### src/rtl/mem_bus_adapter_pkg.sv
// Shared definitions for the CPU memory-port adapter: FSM encodings,
// default error read data and the word-alignment mask.
package mem_bus_adapter_pkg;

    typedef enum logic [1:0] {
        ST_IDLE = 2'd0,
        ST_REQ  = 2'd1,
        ST_DONE = 2'd2
    } state_e;

    localparam logic [31:0] ERR_DATA_DEFAULT = 32'hDEADBEEF;
    localparam logic [1:0]  ALIGN_MASK       = 2'b11;

    function automatic logic is_misaligned(input logic [1:0] addr_lsb);
        return (addr_lsb & ALIGN_MASK) != 2'b00;
    endfunction

endpackage

### src/rtl/mem_bus_adapter_timeout_ctr.sv
// Purpose: cycle counter for an outstanding external request, flags the last allowed cycle.
// Latency: tc is combinational from the registered count (high while count == TIMEOUT-1).
// Backpressure: none; clear has priority over enable.
module mem_timeout_ctr #(
    parameter int unsigned TIMEOUT = 255
) (
    input  logic clk,
    input  logic reset,
    input  logic clr,
    input  logic en,
    output logic tc
);

    localparam int CW = $clog2(TIMEOUT + 1);

    logic [CW-1:0] cnt_q;
    logic [CW-1:0] cnt_d;

    always_comb begin
        cnt_d = cnt_q;
        if (clr) begin
            cnt_d = '0;
        end else if (en) begin
            cnt_d = cnt_q + CW'(1);
        end
    end

    always_ff @(posedge clk or negedge reset) begin
        if (!reset) begin
            cnt_q <= '0;
        end else begin
            cnt_q <= cnt_d;
        end
    end

    assign tc = (cnt_q == CW'(TIMEOUT - 1));

endmodule

### src/rtl/mem_bus_adapter.sv
// Purpose: turns the CPU's single-cycle memory access into an ext_req/ext_ack handshake.
// Latency: request cycle 0, ext_req from cycle 1, ack in cycle k -> DONE (stall low) in cycle k+1.
// Backpressure: stall holds the CPU from the request cycle until the access completes or times out.
module mem_bus_adapter
    import mem_bus_adapter_pkg::*;
#(
    parameter int          AW       = 32,
    parameter int          DW       = 32,
    parameter int unsigned TIMEOUT  = 255,
    parameter logic [DW-1:0] ERR_DATA = DW'(ERR_DATA_DEFAULT)
) (
    input  logic          clk,
    input  logic          reset,
    input  logic [AW-1:0] cpu_addr,
    input  logic [DW-1:0] cpu_wdata,
    input  logic          cpu_we,
    input  logic          cpu_re,
    output logic [DW-1:0] cpu_rdata,
    output logic          stall,
    output logic          err,
    output logic          ext_req,
    output logic          ext_we,
    output logic [AW-1:0] ext_addr,
    output logic [DW-1:0] ext_wdata,
    input  logic          ext_ack,
    input  logic [DW-1:0] ext_rdata
);

    state_e        state_q,     state_d;
    logic          ext_req_q,   ext_req_d;
    logic          ext_we_q,    ext_we_d;
    logic [AW-1:0] ext_addr_q,  ext_addr_d;
    logic [DW-1:0] ext_wdata_q, ext_wdata_d;
    logic [DW-1:0] cpu_rdata_q, cpu_rdata_d;
    logic          err_q,       err_d;

    logic ctr_clr;
    logic ctr_en;
    logic ctr_tc;
    logic cpu_req;
    logic cpu_is_read;

    assign cpu_req     = cpu_re | cpu_we;
    // Store wins when both strobes are raised together.
    assign cpu_is_read = cpu_re & ~cpu_we;

    mem_timeout_ctr #(
        .TIMEOUT (TIMEOUT)
    ) u_timeout_ctr (
        .clk   (clk),
        .reset (reset),
        .clr   (ctr_clr),
        .en    (ctr_en),
        .tc    (ctr_tc)
    );

    always_comb begin
        state_d     = state_q;
        ext_req_d   = ext_req_q;
        ext_we_d    = ext_we_q;
        ext_addr_d  = ext_addr_q;
        ext_wdata_d = ext_wdata_q;
        cpu_rdata_d = cpu_rdata_q;
        err_d       = 1'b0;
        ctr_clr     = 1'b0;
        ctr_en      = 1'b0;
        stall       = 1'b0;

        case (state_q)
            ST_IDLE: begin
                if (cpu_req) begin
                    stall = 1'b1;
                    if (is_misaligned(cpu_addr[1:0])) begin
                        state_d = ST_DONE;
                        err_d   = 1'b1;
                        if (cpu_is_read) begin
                            cpu_rdata_d = ERR_DATA;
                        end
                    end else begin
                        state_d     = ST_REQ;
                        ext_req_d   = 1'b1;
                        ext_we_d    = cpu_we;
                        ext_addr_d  = cpu_addr & ~AW'(ALIGN_MASK);
                        ext_wdata_d = cpu_wdata;
                        ctr_clr     = 1'b1;
                    end
                end
            end

            ST_REQ: begin
                stall  = 1'b1;
                ctr_en = 1'b1;
                // An ack on the terminal-count cycle still completes cleanly.
                if (ext_ack) begin
                    state_d   = ST_DONE;
                    ext_req_d = 1'b0;
                    if (!ext_we_q) begin
                        cpu_rdata_d = ext_rdata;
                    end
                end else if (ctr_tc) begin
                    state_d   = ST_DONE;
                    ext_req_d = 1'b0;
                    err_d     = 1'b1;
                    if (!ext_we_q) begin
                        cpu_rdata_d = ERR_DATA;
                    end
                end
            end

            ST_DONE: begin
                state_d = ST_IDLE;
            end

            default: begin
                state_d   = ST_IDLE;
                ext_req_d = 1'b0;
            end
        endcase
    end

    always_ff @(posedge clk or negedge reset) begin
        if (!reset) begin
            state_q     <= ST_IDLE;
            ext_req_q   <= 1'b0;
            ext_we_q    <= 1'b0;
            ext_addr_q  <= '0;
            ext_wdata_q <= '0;
            cpu_rdata_q <= '0;
            err_q       <= 1'b0;
        end else begin
            state_q     <= state_d;
            ext_req_q   <= ext_req_d;
            ext_we_q    <= ext_we_d;
            ext_addr_q  <= ext_addr_d;
            ext_wdata_q <= ext_wdata_d;
            cpu_rdata_q <= cpu_rdata_d;
            err_q       <= err_d;
        end
    end

    assign ext_req   = ext_req_q;
    assign ext_we    = ext_we_q;
    assign ext_addr  = ext_addr_q;
    assign ext_wdata = ext_wdata_q;
    assign cpu_rdata = cpu_rdata_q;
    assign err       = err_q;

endmodule

### config.mk
export PLATFORM = sky130hd
export DESIGN_NAME = mem_bus_adapter
export DESIGN_NICKNAME = d
export VERILOG_FILES = /design/src/rtl/mem_bus_adapter_pkg.sv /design/src/rtl/mem_bus_adapter_timeout_ctr.sv /design/src/rtl/mem_bus_adapter.sv
export SDC_FILE = /design/constraint.sdc
export NUM_CORES = 1
export LEC_CHECK = 0
export ABC_AREA = 0
export ABC_CLOCK_PERIOD_IN_PS = 2100
export BUFFER_PORTS_ARGS = -buffer_cell sky130_fd_sc_hd__buf_2
export CORE_ASPECT_RATIO = 0.75
export CORE_MARGIN = 2
export CORE_UTILIZATION = 43
export DETAILED_ROUTE_END_ITERATION = 8
export MAX_ROUTING_LAYER = met4
export PLACE_DENSITY = 0.89
export SYNTH_ARGS = -nofsm -noshare
export SYNTH_HDL_FRONTEND = slang
export SYNTH_HIERARCHICAL = 1
export SYNTH_SLANG_ARGS = --single-unit
### constraint.sdc
create_clock -name clk -period 2.1 [get_ports clk]
set_input_delay 0.21 -clock clk [delete_from_list [all_inputs] [get_ports clk]]
set_output_delay 0.21 -clock clk [all_outputs]
set_load 0.1 [all_outputs]
==> impl_summary.md <==
Run status
The flow ran to the end, and the final reports show no timing, DRC or antenna violations.

Floorplan
The overall die width is 122 um. The die outline area is 0.0113 mm^2. The number of cell rows is 32. The effective utilization at floorplan is 44.0%. After floorplanning, the core was sized to cover 0.0102 mm^2. The floorplan step set the die height to 92.5 um. Pin placement for this block handled 201 I/O pins.

Yosys
The portion of synthesized cell area occupied by the leading cell type is 59.6%. The Yosys step of the flow raised 6 warnings. In this run, distinct cell masters in the synthesized netlist total 36. For this run, the register share of the synthesized area comes to 59.6%. After synthesis, the cell types taking the most area are sky130_fd_sc_hd__dfrtp_1, sky130_fd_sc_hd__mux2_1, sky130_fd_sc_hd__mux2i_1. The number of register bits inferred by synthesis is 107. A synthesized cell averages 13.2 um^2. The biggest area contributor in the post-synthesis netlist is sky130_fd_sc_hd__dfrtp_1.

In this run the cell area of the synthesized design comes to 0.00449 mm^2. In the synthesized netlist, the number of instances is 341.

Placement
The worst-case setup slack after placement is 0.101 ns. The count of port buffers added during placement is 198. The number of instances in the placed design is 668. The final weighted congestion of routability-driven global placement is 0.802. The half-perimeter wire length of the detailed placement result is 7.42 mm.

Routing
The count of routing violations after the opening detailed-route iteration is 158. In the routed layout, each cell is associated on average with a via count of 4.76. The detail route stage leaves a number of antenna-violating nets equal to 0. The first detailed-routing pass ran for 4 iterations. After detailed routing, the average wire length per cell comes to 14.6 um.

Wires add up to 10.1 mm. The number of remaining DRC errors is 0. The final route contains 3,272 vias.

Final layout
The final cell count without fillers is 687. 0 antenna diodes ended up in the layout. Of the cells placed in the final design, the portion with a size suffix greater than 1 is 42.5%.

Fill cells in the final layout number 835. The relative area change from synthesis to final layout is 34.4%. The core occupancy in the finished layout is 59.2%. The most frequent standard cell in the layout excluding fill and tap cells is sky130_fd_sc_hd__buf_2. In the layout the commonest cells are sky130_fd_sc_hd__buf_2, sky130_fd_sc_hd__dfrtp_1, sky130_fd_sc_hd__mux2_1, sky130_fd_sc_hd__inv_1. In the final design database the tool counted 650 nets.

Clocking
The clock tree from TritonCTS is done. The number of clock sinks is 107. At the later pin of the worst-skew pair, clock insertion delay measures 0.33 ns. After clock tree synthesis, the clock-pin slew on the worst setup and hold paths is 0.07 ns. The buffer levels on the longest clock path is 2. The buffer cell driving the clock tree root is sky130_fd_sc_hd__clkbuf_16. The number of CTS-inserted buffers is 9. The number of H-tree levels is 3.

Setup path
The number of cell instances on the worst register-to-register path is 10. For this design, the slowest cell found on the critical path is sky130_fd_sc_hd__dfrtp_1. The worst register-to-register path begins at u_timeout_ctr/cnt_q[0]$_DFFE_PN0P_.

The endpoint of the lowest-slack register-to-register path is cpu_rdata[16]$_DFFE_PN0P_. The signal on the critical path passes through inv_1 > ha_1 > nand3_1 > nor2_2 > nor2_1 > and2_1 > nor4_4 > buf_6 > clkbuf_16 > mux2i_1. The worst setup path is launched from a flop. The first element of the critical path is u_timeout_ctr/cnt_q[0]$_DFFE_PN0P_. The number of gates on the worst path with buffers counted is 10. The worst-case register-to-register setup slack is 0.12 ns. For the worst setup path, the data arrival time is 2.23 ns. Along the worst path, the maximum fanout reaches 8.

The required time of the worst setup path is 2.35 ns. The worst setup path is captured at a flop. For this run, the slowest stage of the critical path takes 0.38 ns. The setup path with the least slack is of type reg -> reg. The cell class contributing the biggest share of worst-path delay is simple AND/OR/NAND/NOR gates. The number of buffers and inverters on the critical path is 3. The worst setup path endpoint is cpu_rdata[16]$_DFFE_PN0P_.

Run
The number of violations of the max-capacitance limit is 0.

STA
The post-route minimum period is 1.98 ns. The final clock period utilization by the worst path is 94.5%. For this run, the top clock speed supported by timing is 504 MHz. The least setup slack across all paths after layout is 0.116 ns. The number of max-slew violations in the final report is 0. Across the routed clock network, the largest skew measured is 0.00516 ns. The worst pin sits at a relative slew slack of 53.3%. After routing, the total negative slack on setup checks comes to 0 ns. Setup repair after global routing left no endpoint under its margin. The actual transition at the worst max-transition pin is 0.700 ns. The final hold violation count came to 0. Setup violations remaining at the end of the flow were counted as 0.

Global routing
The number of global-route vias before repair is 3,326. The first global-routing pass estimated 15.7 mm of wire. Across every metal layer, demand over resource in global routing totals 18.2%. The initial antenna violation count is 0. The leftover overflow at the end of global routing is 0.

The pin count of the biggest net entering global routing is 55.

Hold path
The number of cells on the worst hold path is 2. The tightest min-delay check is of the in -> reg type.
area by class of cell:
cell class / instances / area (um^2) / area share [%]
clock inverters: 4 / 98.8 / 1.64
repair buffers: 212 / 1180 / 19.5
inverters: 34 / 128 / 2.11
well taps: 136 / 170 / 2.82
clock buffers: 11 / 243 / 4.02
flip-flops and latches: 107 / 2680 / 44.4
multi-input cells: 183 / 1550 / 25.6
per-layer routing:
layer	vias up	track usage (%)	wire length (um)
met3	15	5.42	679
met5	-	-	0
met4	0	5.75	160
met2	130	30.9	5080
met1	1591	20.8	4130
li1	1536	-	-
timing repair:
action / CTS / global route
gates resized for setup: 0 / 6
hold buffers: 1 / 0
buffers inserted: 0 / 1
setup endpoints to repair: 0 / 30
hold endpoints to repair: 52 / 0
state kept, by name (all words and copies together) (netlist names):
register and cells:
state_q 2, ext_addr 30, ext_req 1, u_timeout_ctr/cnt_q 8
ext_wdata 32, ext_we 1, cpu_rdata 32, err 1
cells by family (layout without fill, tap and decap cells):
family / after synthesis / in the layout / share of synthesized area (%)
AO/OA/AOI/OAI: 14 / 14 / 2.09
XOR/XNOR: 4 / 4 / 0.780
adder cells (fa/ha/maj): 2 / 2 / 0.557
buffers and inverters: 52 / 261 / 6.35
flip-flops: 107 / 107 / 59.6
multiplexers: 94 / 94 / 22.7
other: 1 / 2 / 0.0834
AND/OR/NAND/NOR: 67 / 67 / 7.91
synthesized netlist by cell type (all sizes together):
cell	instances
buf	15
inv	34
nand2	12
nand3	4
nor3	2
nand3b	2
conb	1
nor2	33
a21o	2
xnor2	1
mux2	62
nand4	3
nand2b	2
or3	3
o22a	1
mux2i	32
ha	2
o21ai	3
and2b	2
dlygate4sd1	2
a211oi	1
dfrtp	107
o21a	1
nor4	2
o221ai	1
and2	2
clkbuf	1
xor2	3
a21oi	5
how the worst min path moves through the flow:
| stage | from | end | slack (ns) |
|---|---|---|---|
| 3_5_place_dp | reset | ext_wdata[16]$_DFFE_PN0P_ | 0.31 |
| 5_1_grt | cpu_addr[22] | ext_addr[22]$_DFFE_PN0P_ | 0.07 |
| 6_report | cpu_addr[8] | ext_addr[8]$_DFFE_PN0P_ | 0.09 |
| 2_1_floorplan | reset | cpu_rdata[0]$_DFFE_PN0P_ | -0.09 |
| 4_1_cts | cpu_addr[8] | ext_addr[8]$_DFFE_PN0P_ | 0.08 |
| 3_3_place_gp | reset | ext_addr[18]$_DFFE_PN0P_ | 0.29 |
stage by stage:
step	hold WS, ns	instance area [um^2]
6_report	0.0887	6040
5_1_grt	0.0674	6040
4_1_cts	0.0755	5990
3_5_place_dp	0.308	5640
3_3_place_gp	0.287	5640
2_1_floorplan	-0.0856	4500
Power is left out: the tool's default activity adds up to more than one toggle a clock period on the data nets, which glitch-free logic cannot reach.
